$ cat src/rtl/max_scan_defs.vh
// max_scan_ctrl state encodings.
// Codes above ST_DONE are unused and recover to IDLE.
`ifndef MAX_SCAN_DEFS_VH
`define MAX_SCAN_DEFS_VH
localparam logic [1:0] ST_IDLE = 2'd0;
localparam logic [1:0] ST_RUN  = 2'd1;
localparam logic [1:0] ST_DONE = 2'd2;
`endif

$ cat src/rtl/max_scan_ctrl_pkg.sv
// max_scan_ctrl shared types.
// State enum built on the shared encodings.
package max_scan_ctrl_pkg;
`include "max_scan_defs.vh"

  typedef enum logic [1:0] {
    S_IDLE = ST_IDLE,
    S_RUN  = ST_RUN,
    S_DONE = ST_DONE
  } state_t;

endpackage

$ cat src/rtl/max_scan_ctrl_if.sv
// Sample stream into max_scan_ctrl.
// Source drives valid/data, scanner drives ready.
interface max_scan_ctrl_if #(
  parameter int WIDTH = 4
) ();
  logic             in_valid;
  logic [WIDTH-1:0] in_data;
  logic             in_ready;

  modport master (
    output in_valid,
    output in_data,
    input  in_ready
  );

  modport slave (
    input  in_valid,
    input  in_data,
    output in_ready
  );
endinterface

$ cat src/rtl/max_scan_ctrl_max2_cmp.sv
// Shared two-input unsigned comparator.
// Purely combinational; reused every cycle.
module max2_cmp #(
  parameter int WIDTH = 4
) (
  input  logic [WIDTH-1:0] a,
  input  logic [WIDTH-1:0] b,
  output logic             gt,
  output logic [WIDTH-1:0] max
);
  assign gt  = a > b;
  assign max = gt ? a : b;
endmodule

$ cat src/rtl/max_scan_ctrl.sv
// Sequential max-finder over a LEN-sample burst.
// Reports the max and its first index.
module max_scan_ctrl
  import max_scan_ctrl_pkg::*;
#(
  parameter int WIDTH = 4,
  parameter int LEN   = 8,
  localparam int IDXW = $clog2(LEN)
) (
  input  logic            clk,
  input  logic            rst_n,
  input  logic            start,
  input  logic            abort,
  max_scan_ctrl_if.slave  s,
  output logic            busy,
  output logic            done,
  output logic [WIDTH-1:0] max_out,
  output logic [IDXW-1:0] max_idx
);

  localparam logic [IDXW:0] LAST = (IDXW+1)'(LEN - 1);

  state_t           state_q;
  state_t           state_d;
  logic [IDXW:0]    cnt_q;
  logic [WIDTH-1:0] cur_max_q;
  logic [IDXW-1:0]  cur_idx_q;

  logic             gt;
  logic [WIDTH-1:0] mx;
  logic             hs;
  logic             accept;
  logic             first;
  logic             take;
  logic             last;
  logic             start_run;
  logic             finish;
  logic [WIDTH-1:0] nxt_max;
  logic [WIDTH-1:0] fin_max;
  logic [IDXW-1:0]  fin_idx;

  max2_cmp #(.WIDTH(WIDTH)) u_cmp (
    .a   (s.in_data),
    .b   (cur_max_q),
    .gt  (gt),
    .max (mx)
  );

  assign s.in_ready = (state_q == S_RUN);
  assign busy       = (state_q == S_RUN);
  assign done       = (state_q == S_DONE);

  assign hs        = s.in_valid && s.in_ready;
  assign accept    = hs && !abort;
  assign first     = (cnt_q == '0);
  assign take      = first || gt;
  assign last      = (cnt_q == LAST);
  assign start_run = (state_q == S_IDLE) && start;
  assign finish    = accept && last;

  // first sample seeds the running max regardless of cur_max
  assign nxt_max = first ? s.in_data : mx;
  assign fin_max = take ? nxt_max : cur_max_q;
  assign fin_idx = take ? cnt_q[IDXW-1:0] : cur_idx_q;

  // state register
  always_ff @(posedge clk or negedge rst_n) begin
    if (!rst_n) state_q <= S_IDLE;
    else        state_q <= state_d;
  end

  // next-state: abort outranks the final handshake
  always_comb begin
    state_d = state_q;
    unique case (state_q)
      S_IDLE: if (start) state_d = S_RUN;
      S_RUN: begin
        if (abort)       state_d = S_IDLE;
        else if (finish) state_d = S_DONE;
      end
      S_DONE:  state_d = S_IDLE;
      default: state_d = S_IDLE;
    endcase
  end

  // counter, running max and held result registers
  always_ff @(posedge clk or negedge rst_n) begin
    if (!rst_n) begin
      cnt_q     <= '0;
      cur_max_q <= '0;
      cur_idx_q <= '0;
      max_out   <= '0;
      max_idx   <= '0;
    end else begin
      if (start_run) begin
        cnt_q     <= '0;
        cur_max_q <= '0;
        cur_idx_q <= '0;
      end else if (accept) begin
        cnt_q <= cnt_q + 1'b1;
        if (take) begin
          cur_max_q <= nxt_max;
          cur_idx_q <= cnt_q[IDXW-1:0];
        end
      end
      if (finish) begin
        max_out <= fin_max;
        max_idx <= fin_idx;
      end
    end
  end

endmodule
$ cat src/flat_wrapper.sv
// flat-port wrapper written by rule: the top's interface ports become plain ports
module max_scan_ctrl_flat import max_scan_ctrl_pkg::*;
#(
  parameter int WIDTH = 4,
  parameter int LEN   = 8,
  localparam int IDXW = $clog2(LEN)
)
  (clk, rst_n, start, abort, busy, done, max_out, max_idx, s_in_valid, s_in_data, s_in_ready);
  max_scan_ctrl_if #(.WIDTH(WIDTH)) s_i ();
  input  logic clk;
  input  logic rst_n;
  input  logic start;
  input  logic abort;
  output logic busy;
  output logic done;
  output logic [WIDTH-1:0] max_out;
  output logic [IDXW-1:0] max_idx;
  input wire logic [$bits(s_i.in_valid)-1:0] s_in_valid;
  input wire logic [$bits(s_i.in_data)-1:0] s_in_data;
  output wire logic [$bits(s_i.in_ready)-1:0] s_in_ready;
  assign s_i.in_valid = s_in_valid;
  assign s_i.in_data = s_in_data;
  assign s_in_ready = s_i.in_ready;
  max_scan_ctrl #(.WIDTH(WIDTH), .LEN(LEN)) u_core (.clk(clk), .rst_n(rst_n), .start(start), .abort(abort), .s(s_i), .busy(busy), .done(done), .max_out(max_out), .max_idx(max_idx));
endmodule
$ cat config.mk
export PLATFORM = sky130hd
export DESIGN_NAME = max_scan_ctrl_flat
export DESIGN_NICKNAME = d
export VERILOG_FILES = /design/src/rtl/max_scan_ctrl_pkg.sv /design/src/rtl/max_scan_ctrl_if.sv /design/src/rtl/max_scan_ctrl_max2_cmp.sv /design/src/rtl/max_scan_ctrl.sv /design/src/flat_wrapper.sv
export VERILOG_INCLUDE_DIRS = /design/src /design/src/rtl
export SDC_FILE = /design/constraint.sdc
export NUM_CORES = 1
export LEC_CHECK = 0
export ABC_AREA = 1
export BUFFER_PORTS_ARGS = -buffer_cell sky130_fd_sc_hd__buf_2
export CAP_MARGIN = 10
export CORE_MARGIN = 2
export CORE_UTILIZATION = 49
export CTS_CLUSTER_DIAMETER = 30
export CTS_CLUSTER_SIZE = 14
export DETAILED_ROUTE_END_ITERATION = 8
export GPL_TIMING_DRIVEN = 0
export PLACE_DENSITY = 0.73
export SLEW_MARGIN = 20
export SYNTH_ARGS = -nofsm -noshare
export SYNTH_HDL_FRONTEND = slang
export SYNTH_SLANG_ARGS = --single-unit
$ cat constraint.sdc
create_clock -name clk -period 1.3 [get_ports clk]
set_input_delay 0.26 -clock clk [delete_from_list [all_inputs] [get_ports clk]]
set_output_delay 0.26 -clock clk [all_outputs]
set_load 0.05 [all_outputs]
Word level (Yosys, flattened, before mapping)
Index checks and enable logic that the tools add are counted.
- register bits: 20
- input port bits: 9
- output and inout port bits: 10
- word-level logic and storage cells: 37
- add/sub/neg operators: 1
- $lt $le $gt $ge: 1
- equality and inequality tests: 5
- muxes and demuxes: 14
- reduce and logical (&&, ||, !) cells: 10
- operator list (operator ; number):
    $mux W4 ; 7
    $mux W3 ; 3
    $mux W2 ; 3
    $add A4 B1 Y4 const B ; 1
    $eq A4 B3 Y1 const B ; 1
    $gt A4 B4 Y1 ; 1
    $logic_and A1 B1 Y1 ; 4
    $logic_not A4 Y1 ; 1
    $pmux W2 S2 ; 1
    $ne A3 B3 Y1 const B ; 1
    $eq A2 B1 Y1 const B ; 1
    $eq A2 B2 Y1 const B ; 1
    $logic_not A2 Y1 ; 1
    $ne A2 B2 Y1 const B ; 1
    $reduce_and A2 Y1 ; 1
    $reduce_bool A2 Y1 ; 1
    $logic_not A1 Y1 ; 1
    $logic_or A1 B1 Y1 ; 1

Longest topological paths before layout
Gate-level depths: netlist of run 1.
- depth in word-level cells: 7
- depth in mapped cells: 12

By module
A second synthesis of run 1 with hierarchy kept.
- cell total of the unflattened synthesis: 178
- area total of the unflattened synthesis: 1265.0 um^2
- modules (own cells, without submodules) (module ; instances ; cells an instance ; area an instance (um^2) ; sequential area each (um^2)):
    max_scan_ctrl ; 1 ; 146 ; 1087.3 ; 500.5
    max2_cmp ; 1 ; 32 ; 177.7 ; 0.0

Least setup slack after synthesis of run 1
No wires, ideal clock.
- path kind: reg2reg
- start: register u_core.state_q[1]
- end: register u_core.max_idx[0]
- library setup time: 0.118 ns
- arrival: 1.281 ns
- required time: 1.182 ns
- slack: -0.099 ns
- cell stages (with the launch flop): 7
- period minus slack after synthesis: 1.399 ns
- cells stage by stage: dfrtp_1 -> nor2_4 -> nand3_4 -> nor2_8 -> inv_2 -> nand2_1 -> nand2_1
- cells in the longest elaborated chain, start to end: 4
- ends and longest elaborated chain (item ; RTL line ; text):
    from (decl) ; max_scan_ctrl.sv:23 ; state_t state_q;
    from (signal assigned) ; max_scan_ctrl.sv:69 ; else state_q <= state_d;
    $eq A2 B1 Y1 ; - ;
    named net busy ; flat_wrapper.sv:14 ; output logic busy;
    $logic_and A1 B1 Y1 ; max_scan_ctrl.sv:53 ; assign hs = s.in_valid && s.in_ready;
    $logic_and A1 B1 Y1 ; max_scan_ctrl.sv:54 ; assign accept = hs && !abort;
    $logic_and A1 B1 Y1 ; max_scan_ctrl.sv:59 ; assign finish = accept && last;
    to (signal assigned) ; max_scan_ctrl.sv:108 ; max_idx <= fin_idx;
    to (decl) ; max_scan_ctrl.sv:18 ; output logic [IDXW-1:0] max_idx
The timed path passes the listed nets, and every way through them passes these cells.
A chain may end at the register's enable or synchronous reset.

Final worst setup path of run 1
- start: register u_core.cur_max_q[2]
- end: register u_core.cur_max_q[0]
- cells in the longest elaborated chain, start to end: 6
- elaborated cells between the ends (all ways): 7
- ends and longest elaborated chain (item ; RTL line ; text):
    from (decl) ; max_scan_ctrl.sv:26 ; logic [WIDTH-1:0] cur_max_q;
    from (signal assigned) ; max_scan_ctrl.sv:102 ; cur_max_q <= nxt_max;
    $gt A4 B4 Y1 (*) ; max_scan_ctrl_max2_cmp.sv:11 ; assign gt = a > b;
    $mux W4 ; max_scan_ctrl_max2_cmp.sv:12 ; assign max = gt ? a : b;
    $mux W4 ; max_scan_ctrl.sv:62 ; assign nxt_max = first ? s.in_data : mx;
    $mux W4 (*) ; max_scan_ctrl.sv:101 ; if (take) begin
    $mux W4 (*) ; max_scan_ctrl.sv:99 ; end else if (accept) begin
    $mux W4 (*) ; max_scan_ctrl.sv:95 ; if (start_run) begin
Mark *: on every way between the ends. The rest lies on a longest branch, timed or not. The select of a mux whose other input is x is not followed.

==> impl_metrics.toml, run 1 <==
[detailed_routing]
finalWirelength_um = 2900
dr_total_vias = 1054
vias_per_cell = 5.27
drt-initial-drc-count = 15
dr.pass1.iters = 4
ant_nets = 0
routedWlPerCell_um = 14.5
drc = 0

[floorplanning]
dieWidth_um = 51.6
rows = 17
core-area_mm2 = 0.00217
die_area_mm2 = 0.00266
initial_core_util_pct = 51.2
dieHeight_um = 51.6
ios = 19

[layout]
final_util_pct = 77.0
drive_above_1_share_pct = 47.1
synthToLayoutAreaGrowth_pct = 50.6
n_fill_cell = 153
n_antenna_cell = 0
nets = 188

[clocking]
tritoncts = "done"
cts.path.max_buffers = 2
cts_max_level = 1
clock-sinks = 20
clk_latency_ps = 300
path_clk_slew_ps = 120
cts-root-buf = "clkbuf_4"
numCtsBuffers = 3

[critical_path]
crit_required_ps = 1550
cp_slowest_stage_delay_ps = 380
path_class = "reg2reg"
cp-start-kind = "register"
ff2ff_path_depth = 10
critical_path.cell_chain = "inv_2 > ha_1 > nand2_2 > inv_2 > nand3_2 > nand2_8 > nand2_8 > nand2_4 > nand3_2 > nand2_1"
worst_path_max_delay_cell = "dfrtp_1"
r2r-start = "u_core.cur_max_q[2]$_DFFE_PN0P_"
worst-path-max-fanout = 8
reg2reg_slack_ps = -230
critPathLaunch = "u_core.cur_max_q[2]$_DFFE_PN0P_"
critPathCaptureType = "register"
crit_arrival_ps = 1780

[global_routing]
grt_pass1_vias = 915
grt_max_degree = 21
grt_overflow = 0
grt_pass1_wl_um = 4190
groute.usage.overall_pct = 21.8
antenna_found_initial = 0

[timing]
tns_ps = -3200
clock_skew_ps = 2.03
finalMaxSlewViolations = 0
rsz0062_at_grt = "yes"
max_freq_mhz = 652
maxSlewHeadroom_pct = 69.7
setup_violations = 19
worst_pin_slew_ps = 455
hold_violations = 0
period_share_pct = 118
setup_slack_ps = -233
finalWorstPathRequiredPeriod_ps = 1530

[synth]
ys_async_sr_fraction_pct = 100
ys.flop_type = "dfrtp_1"
ys_types = 18
post-synth-top-count-cell = "nand2_1"
synth.area.top_cells = "dfrtp_1 (45%), nand2_1 (17%), nand3_1 (11%)"
syn_nets = 156
synth_top_cell_by_area = "dfrtp_1"
synth_edf_count = 0
seq_area_frac_synth_pct = 45.1
synth_commonest_cells = "nand2_1 (49), nand3_1 (25), dfrtp_1 (20), inv_1 (20), ha_1 (6)"
synthesis.area_mm2 = 0.00111
avgSynthCellArea_um2 = 7.87
ys_warn_count = 0
synth_top_cell_area_share_pct = 45.1
ys_ff_latch = 20
syn_inst = 141

[pwr]
vdd_drop_max_mv = 1.00
p_leak_nw = 0.870
power.density_mw_per_mm2 = 1210

[placement]
port_buffers = 18
place_ws_ps = -283
gp_congestion = 0.768
hpwl_um = 1690

[outcome]
status = "complete, but fails checks"
violations = "negative setup slack"

[job]
drv_cap = 0

[worst_hold_path]
min_path_cells = 3
worstHoldStart = "start"
hold_class = "in2reg"
-- routing by layer --
layer / vias to the layer above / part of all wire, % / GRT usage [%]
met5: - / 0 / 0
li1: 506 / - / -
met1: 504 / 39 / 26.0
met2: 32 / 53 / 36.5
met3: 12 / 4.4 / 4.02
met4: 0 / 4.1 / 12.7
-- area by class of cell --
type | count | area (um^2) | share of cell area [%]
buffer | 2 | 26.3 | 1.57
clock buffer | 3 | 22.5 | 1.35
clock inverter | 1 | 30.0 | 1.80
inverter | 23 | 91.3 | 5.46
multi-input combinational | 96 | 731 | 43.7
sequential | 20 | 500 | 29.9
tap | 28 | 35.0 | 2.10
timing repair buffer | 27 | 235 | 14.1
-- repair_timing --
action / CTS / global route
gates cloned: 0 / 1
hold buffers: 1 / 0
buffers inserted: 2 / 5
pin swaps: 5 / 13
endpoints found under the hold margin: 20 / 0
resized for setup: 34 / 40
endpoints found under the setup margin: 17 / 22
-- worst max-delay path: cells and delay by family (launching register included) --
kind          cells  cell delay (ps)
fa+ha+maj         1              290
simple gates      7              700
buf+inv           2              110
flops             1              380
-- state kept, by name (all words and copies together), names as in the netlist --
| signal | flops |
|---|---|
| u_core.cnt_q | 4 |
| u_core.cur_max_q | 4 |
| u_core.max_out | 4 |
| u_core.cur_idx_q | 3 |
| u_core.max_idx | 3 |
| u_core.state_q | 2 |
-- path summary, 6_finish.rpt --
check                                                   to
max                        u_core.cur_max_q[0]$_DFFE_PN0P_
min                          u_core.state_q[0]$_DFFE_PN0P_
max reg2reg                u_core.cur_max_q[0]$_DFFE_PN0P_
min reg2reg                  u_core.max_idx[1]$_DFFE_PN0P_
max in group asynchronous  u_core.cur_idx_q[0]$_DFFE_PN0P_
min in group asynchronous      u_core.cnt_q[2]$_DFFE_PN0P_
-- cells in the final DEF (no fill, tap or decap), drive strengths merged, types with 2 or more instances in the layout --
master  count
dfrtp      20
a21oi       2
nand3      26
inv        23
ha          6
nand2      52
buf        27
clkbuf      4
nor2        5
o21ai       4
-- cells by family (layout without fill, tap and decap cells) --
family                     count (synthesis)  in the layout  synth area share (%)
and+or+nand+nor                           84             84                  35.5
buffers and inverters                     25             56                  9.58
DFF                                       20             20                  45.1
adders and majority gates                  6              6                  6.76
AOI/OAI and AO/OA                          6              6                  3.04
-- through the flow --
step	hold slack (ps)	std cells	power [mW]	cell area, um^2
finish	238	200	2.03	1670
floorplan	-35.6	141	1.04	1110
global route	234	200	2.13	1670
global placement	230	187	1.14	1240
detailed placement	236	187	1.16	1240
CTS	243	194	1.83	1450
-- where the power goes --
group	total (mW)	switching (mW)	internal [mW]
Sequential	0.713	0.0396	0.673
Clock	0.513	0.201	0.312
Combinational	0.802	0.504	0.298
(Power assumes the default switching activity.)
==> run 2, diff against run 1 <==
Settings changed: CORE_UTILIZATION 49 to 54, CTS_CLUSTER_DIAMETER 30 to not set, PLACE_DENSITY 0.73 to 0.76.
Clock period 1.3 ns to 1.57 ns, I/O delays scaled along.
==> run 2 against run 1 <==
Compared with the run above:
- the flow now finishes without violations
- routed wire length down 16%
- sequential power shrank 18%
- first-iteration DRC count increased by 53%
- via count down 5.6%
- largest cell class unchanged
- largest power group is now registers
==> impl_metrics.toml, run 2 (synthesized netlist as in run 1, its figures left out) <==
[outcome]
status = "complete, no violations"

[layout]
largestRegisters = "u_core.cnt_q (4), u_core.cur_max_q (4), u_core.max_out (4)"
n_antenna_cell = 0
drive_above_1_share_pct = 33.5
final_cell_mix = "nand2_1 (44), dfrtp_1 (20), nand3_1 (18)"
layout_commonest_cell = "nand2_1"
nets = 186
synthToLayoutAreaGrowth_pct = 29.3

[timing]
setup_violations = 0
maxSlewHeadroom_pct = 69.8
whs_ps = 298
rsz0062_at_grt = "yes"
worst_pin_slew_ps = 452
tns_ps = 0
period_share_pct = 97.8
finalWorstPathRequiredPeriod_ps = 1530
finalMaxSlewViolations = 0
hold_violations = 0
clock_skew_ps = 3.52
max_freq_mhz = 652

[critical_path]
worst-path-max-fanout = 8
crit_required_ps = 1770
path_class = "reg2reg"
critPathLaunch = "u_core.cur_max_q[3]$_DFFE_PN0P_"
r2r-start = "u_core.cur_max_q[3]$_DFFE_PN0P_"
critPathCaptureType = "register"
crit_arrival_ps = 1740
cp-start-kind = "register"

[placement]
hpwl_um = 1670
port_buffers = 18
gp_congestion = 0.856

[detailed_routing]
vias_per_cell = 5.05
dr_total_vias = 995
routedWlPerCell_um = 12.4
dr.pass1.iters = 5
ant_nets = 0
finalWirelength_um = 2440
drt-initial-drc-count = 23
drc = 0

[pwr]
p_leak_nw = 0.809
vdd_drop_max_mv = 0.738
power.density_mw_per_mm2 = 1050

[floorplanning]
dieHeight_um = 49.3
die_area_mm2 = 0.00243
initial_core_util_pct = 57.2
ios = 19
rows = 16
dieWidth_um = 49.3
core-area_mm2 = 0.00194

[clocking]
clk_latency_ps = 300
clock-sinks = 20
cts.path.max_buffers = 2
cts-root-buf = "clkbuf_4"
tritoncts = "done"
numCtsBuffers = 3
cts_max_level = 1
path_clk_slew_ps = 110

[global_routing]
grt_pass1_wl_um = 3910
antenna_found_initial = 0
groute.usage.overall_pct = 20.8
grt_max_degree = 21
grt_pass1_vias = 955
grt_overflow = 0

[worst_hold_path]
hold_class = "in2reg"
worstHoldStart = "start"

[job]
drv_cap = 0
-- run 2: changes by cell type in the layout (fill, tap and decap cells not counted), sizes merged --
cell,delta
clkbuf,-1
buf,-1
inv,-1
clkinv,+1
-- run 2: layout make-up --
type                    count  area, um^2
plain buffers               2        18.8
clock buffers               3        22.5
clock inverters             1        30.0
fillers                   158         507
inverters                  23        87.6
multi-input cells          96         594
flip-flops and latches     20         500
well taps                  27        33.8
repair buffers             25         148
-- run 2: timing repair --
item	in CTS	in global routing
setup endpoints to repair	4	16
resized for setup	3	18
cloned	0	0
endpoints found under the hold margin	20	0
hold buffers	1	0
pin swaps	0	3
buffers inserted	0	6
-- run 2: per-stage QoR --
| step | util, % | total power [mW] | worst slack [ps] | cells | instance area, um^2 |
|---|---|---|---|---|---|
| 6_report | 73.9 | 1.51 | 35.1 | 197 | 1440 |
| 5_1_grt | 73.9 | 1.60 | -79.4 | 197 | 1440 |
| 4_1_cts | 67.4 | 1.39 | 12.4 | 191 | 1310 |
| 3_5_place_dp | 63.5 | 0.954 | -53.0 | 186 | 1230 |
| 3_3_place_gp | 63.5 | 0.940 | -17.9 | 186 | 1230 |
| 2_1_floorplan | - | 0.862 | 171 | 141 | 1110 |
-- run 2: layer usage --
layer,up-vias,GRT usage (%),wire (um)
li1,499,-,-
met1,461,23.4,1010
met2,28,39.0,1290
met3,7,3.68,95
met4,0,7.14,42
met5,-,0,0
-- run 2: worst max-delay path: stages, from the launching register on --
cell and delay [ps]:
dfrtp_1 380, inv_2 60, ha_4 260, nand2_1 60
inv_2 70, nand2_1 60, nand2_2 80, nand2_4 110
nand2_8 120, nand2_1 90, nand3_1 90, nand2_1 60
-- run 2: power breakdown --
group	internal (mW)	leakage, nW	total (mW)	switching (mW)
clock	0.258	0.0279	0.419	0.161
combinational	0.185	0.508	0.506	0.322
sequential	0.557	0.273	0.586	0.0291
total	1.00	0.809	1.51	0.512
-- run 2: final timing paths --
kind / end / slack [ps] / cells past startpoint
worst max-delay path: u_core.cur_idx_q[0]$_DFFE_PN0P_ / 40 / 11
worst min-delay path: u_core.state_q[0]$_DFFE_PN0P_ / 300 / 3
worst max register to register: u_core.cur_idx_q[0]$_DFFE_PN0P_ / 40 / 11
worst min register to register: u_core.max_idx[2]$_DFFE_PN0P_ / 490 / 2
max in group asynchronous: u_core.max_out[3]$_DFFE_PN0P_ / 780 / 2
min in group asynchronous: u_core.cnt_q[3]$_DFFE_PN0P_ / 470 / 2
==> run 3, diff against run 2 <==
Settings changed: PLACE_DENSITY 0.76 to 0.77, RECOVER_POWER set to 50.
==> run 3 against run 2 <==
Compared with the run above:
- cell area increased by 3.7%
- final cell count down 1.5%
- sequential share of layout area is 1.2 points lower
- flip-flop and latch count unchanged
- routed wire length up 8.0%
- clock skew is 6.9 ps higher
- largest cell class unchanged
==> impl_metrics.toml, run 3 (synthesized netlist as in run 1, its figures left out) <==
[critical_path]
crit_arrival_ps = 1770
crit_required_ps = 1780
path_class = "reg2reg"
critPathCaptureType = "register"
cp-start-kind = "register"
worst-path-max-fanout = 8

[clocking]
numCtsBuffers = 3
cts.path.max_buffers = 2
path_clk_slew_ps = 120
cts-root-buf = "clkbuf_4"
clock-sinks = 20
cts_max_level = 1
tritoncts = "done"
clk_latency_ps = 310

[layout]
final_cell_mix = "nand2_1 (38), dfrtp_1 (20), nand3_1 (17)"
drive_above_1_share_pct = 38.3
final_util_pct = 76.6
synthToLayoutAreaGrowth_pct = 34.0
nets = 183
layout_commonest_cell = "nand2_1"
n_fill_cell = 139
n_antenna_cell = 0
largestRegisters = "u_core.cnt_q (4), u_core.cur_max_q (4), u_core.max_out (4)"

[detailed_routing]
ant_nets = 0
drt-initial-drc-count = 29
vias_per_cell = 5.15
routedWlPerCell_um = 13.6
dr_total_vias = 1000
finalWirelength_um = 2630
drc = 0
dr.pass1.iters = 5

[timing]
setup_violations = 0
clock_skew_ps = 10.4
hold_violations = 0
max_freq_mhz = 641
tns_ps = 0
whs_ps = 305
worst_pin_slew_ps = 511
period_share_pct = 99.3
finalMaxSlewViolations = 0
finalWorstPathRequiredPeriod_ps = 1560
maxSlewHeadroom_pct = 65.9

[pwr]
vdd_drop_max_mv = 0.683
power_frac_seq_pct = 39.4
p_switching_uw = 578
p_int_uw = 915
comb_power_share_pct = 39.8
swShare_pct = 38.7
p_leak_nw = 0.801
power.density_mw_per_mm2 = 1000
clkPwrFrac_pct = 20.8

[global_routing]
grt_overflow = 0
antenna_found_initial = 0
groute.usage.overall_pct = 21.7
grt_pass1_wl_um = 3970
grt_pass1_vias = 920
grt_max_degree = 21

[outcome]
status = "complete, no violations"

[floorplanning]
ios = 19
core-area_mm2 = 0.00194
dieHeight_um = 49.3
initial_core_util_pct = 57.2
rows = 16
dieWidth_um = 49.3
die_area_mm2 = 0.00243

[placement]
gp_congestion = 0.790
port_buffers = 18
hpwl_um = 1680

[worst_hold_path]
hold_class = "in2reg"

[job]
drv_cap = 0
[run 3: cell types whose count changed in the layout (fill, tap and decap cells not counted), moves of 4 or more]
cell and delta:
nand2_4 +6, buf_4 -4, buf_2 -4, nand2_1 -6, clkbuf_2 +4
[run 3: timing repair]
| action | in CTS | in global routing |
|---|---|---|
| gates resized for setup | 2 | 39 |
| endpoints found under the setup margin | 4 | 16 |
| hold buffers | 1 | 0 |
| hold endpoints to repair | 20 | 0 |
| buffers inserted | 0 | 3 |
| pin swaps | 0 | 9 |
[run 3: final cells by class]
| type | count | area (um^2) | area share [%] |
|---|---|---|---|
| clock buffers | 4 | 36.3 | 2.44 |
| flip-flops and latches | 20 | 500 | 33.6 |
| multi-input cells | 96 | 682 | 45.8 |
| inverters | 23 | 87.6 | 5.89 |
| well taps | 27 | 33.8 | 2.27 |
| repair buffers | 22 | 129 | 8.66 |
| plain buffers | 2 | 18.8 | 1.26 |
[run 3: path summary, 6_finish.rpt]
check	start	endpoint	slack, ps	cells past startpoint
setup / recovery	u_core.cur_max_q[2]$_DFFE_PN0P_	u_core.cur_max_q[0]$_DFFE_PN0P_	10	11
setup reg to reg	u_core.cur_max_q[2]$_DFFE_PN0P_	u_core.cur_max_q[0]$_DFFE_PN0P_	10	11
max in group asynchronous	rst_n	u_core.max_out[1]$_DFFE_PN0P_	740	2
hold / removal	start	u_core.state_q[0]$_DFFE_PN0P_	300	3
hold reg to reg	u_core.max_idx[1]$_DFFE_PN0P_	u_core.max_idx[1]$_DFFE_PN0P_	490	2
min in group asynchronous	rst_n	u_core.cnt_q[2]$_DFFE_PN0P_	480	2
[run 3: power groups by stage]
stage,clock [mW],sequential [mW],combinational (mW)
after CTS,0.312,0.586,0.375
after global placement,0,0.592,0.348
after floorplan,0,0.596,0.266
after global routing,0.335,0.593,0.644
after detailed placement,0,0.596,0.361
final,0.310,0.589,0.594
[run 3: metal layers]
metal | vias up | track usage [%] | share of wire (%)
met5 | - | 0 | 0
met4 | 0 | 7.14 | 2.4
met3 | 7 | 3.99 | 3.7
met2 | 28 | 39.9 | 54
met1 | 470 | 25.1 | 40
li1 | 495 | - | -
[run 3: critical path, stage by stage, from the launching register on]
cell and delay, ps:
dfrtp_1 390, inv_2 70, ha_4 270, nand2_2 50
inv_2 80, nand2_2 70, nand2_4 90, nand2_8 90
nand2_8 140, nand2_4 70, nand3_1 70, nand2_1 60
[run 3: metrics by stage]
stage | worst slack, ps | power (mW) | area (um^2) | std cells
after floorplan | 171 | 0.862 | 1110 | 141
final | 10.5 | 1.49 | 1490 | 194
after CTS | 3.36 | 1.27 | 1290 | 191
after global placement | -16.3 | 0.940 | 1230 | 186
after global routing | -68.3 | 1.57 | 1490 | 194
after detailed placement | -55.9 | 0.957 | 1230 | 186
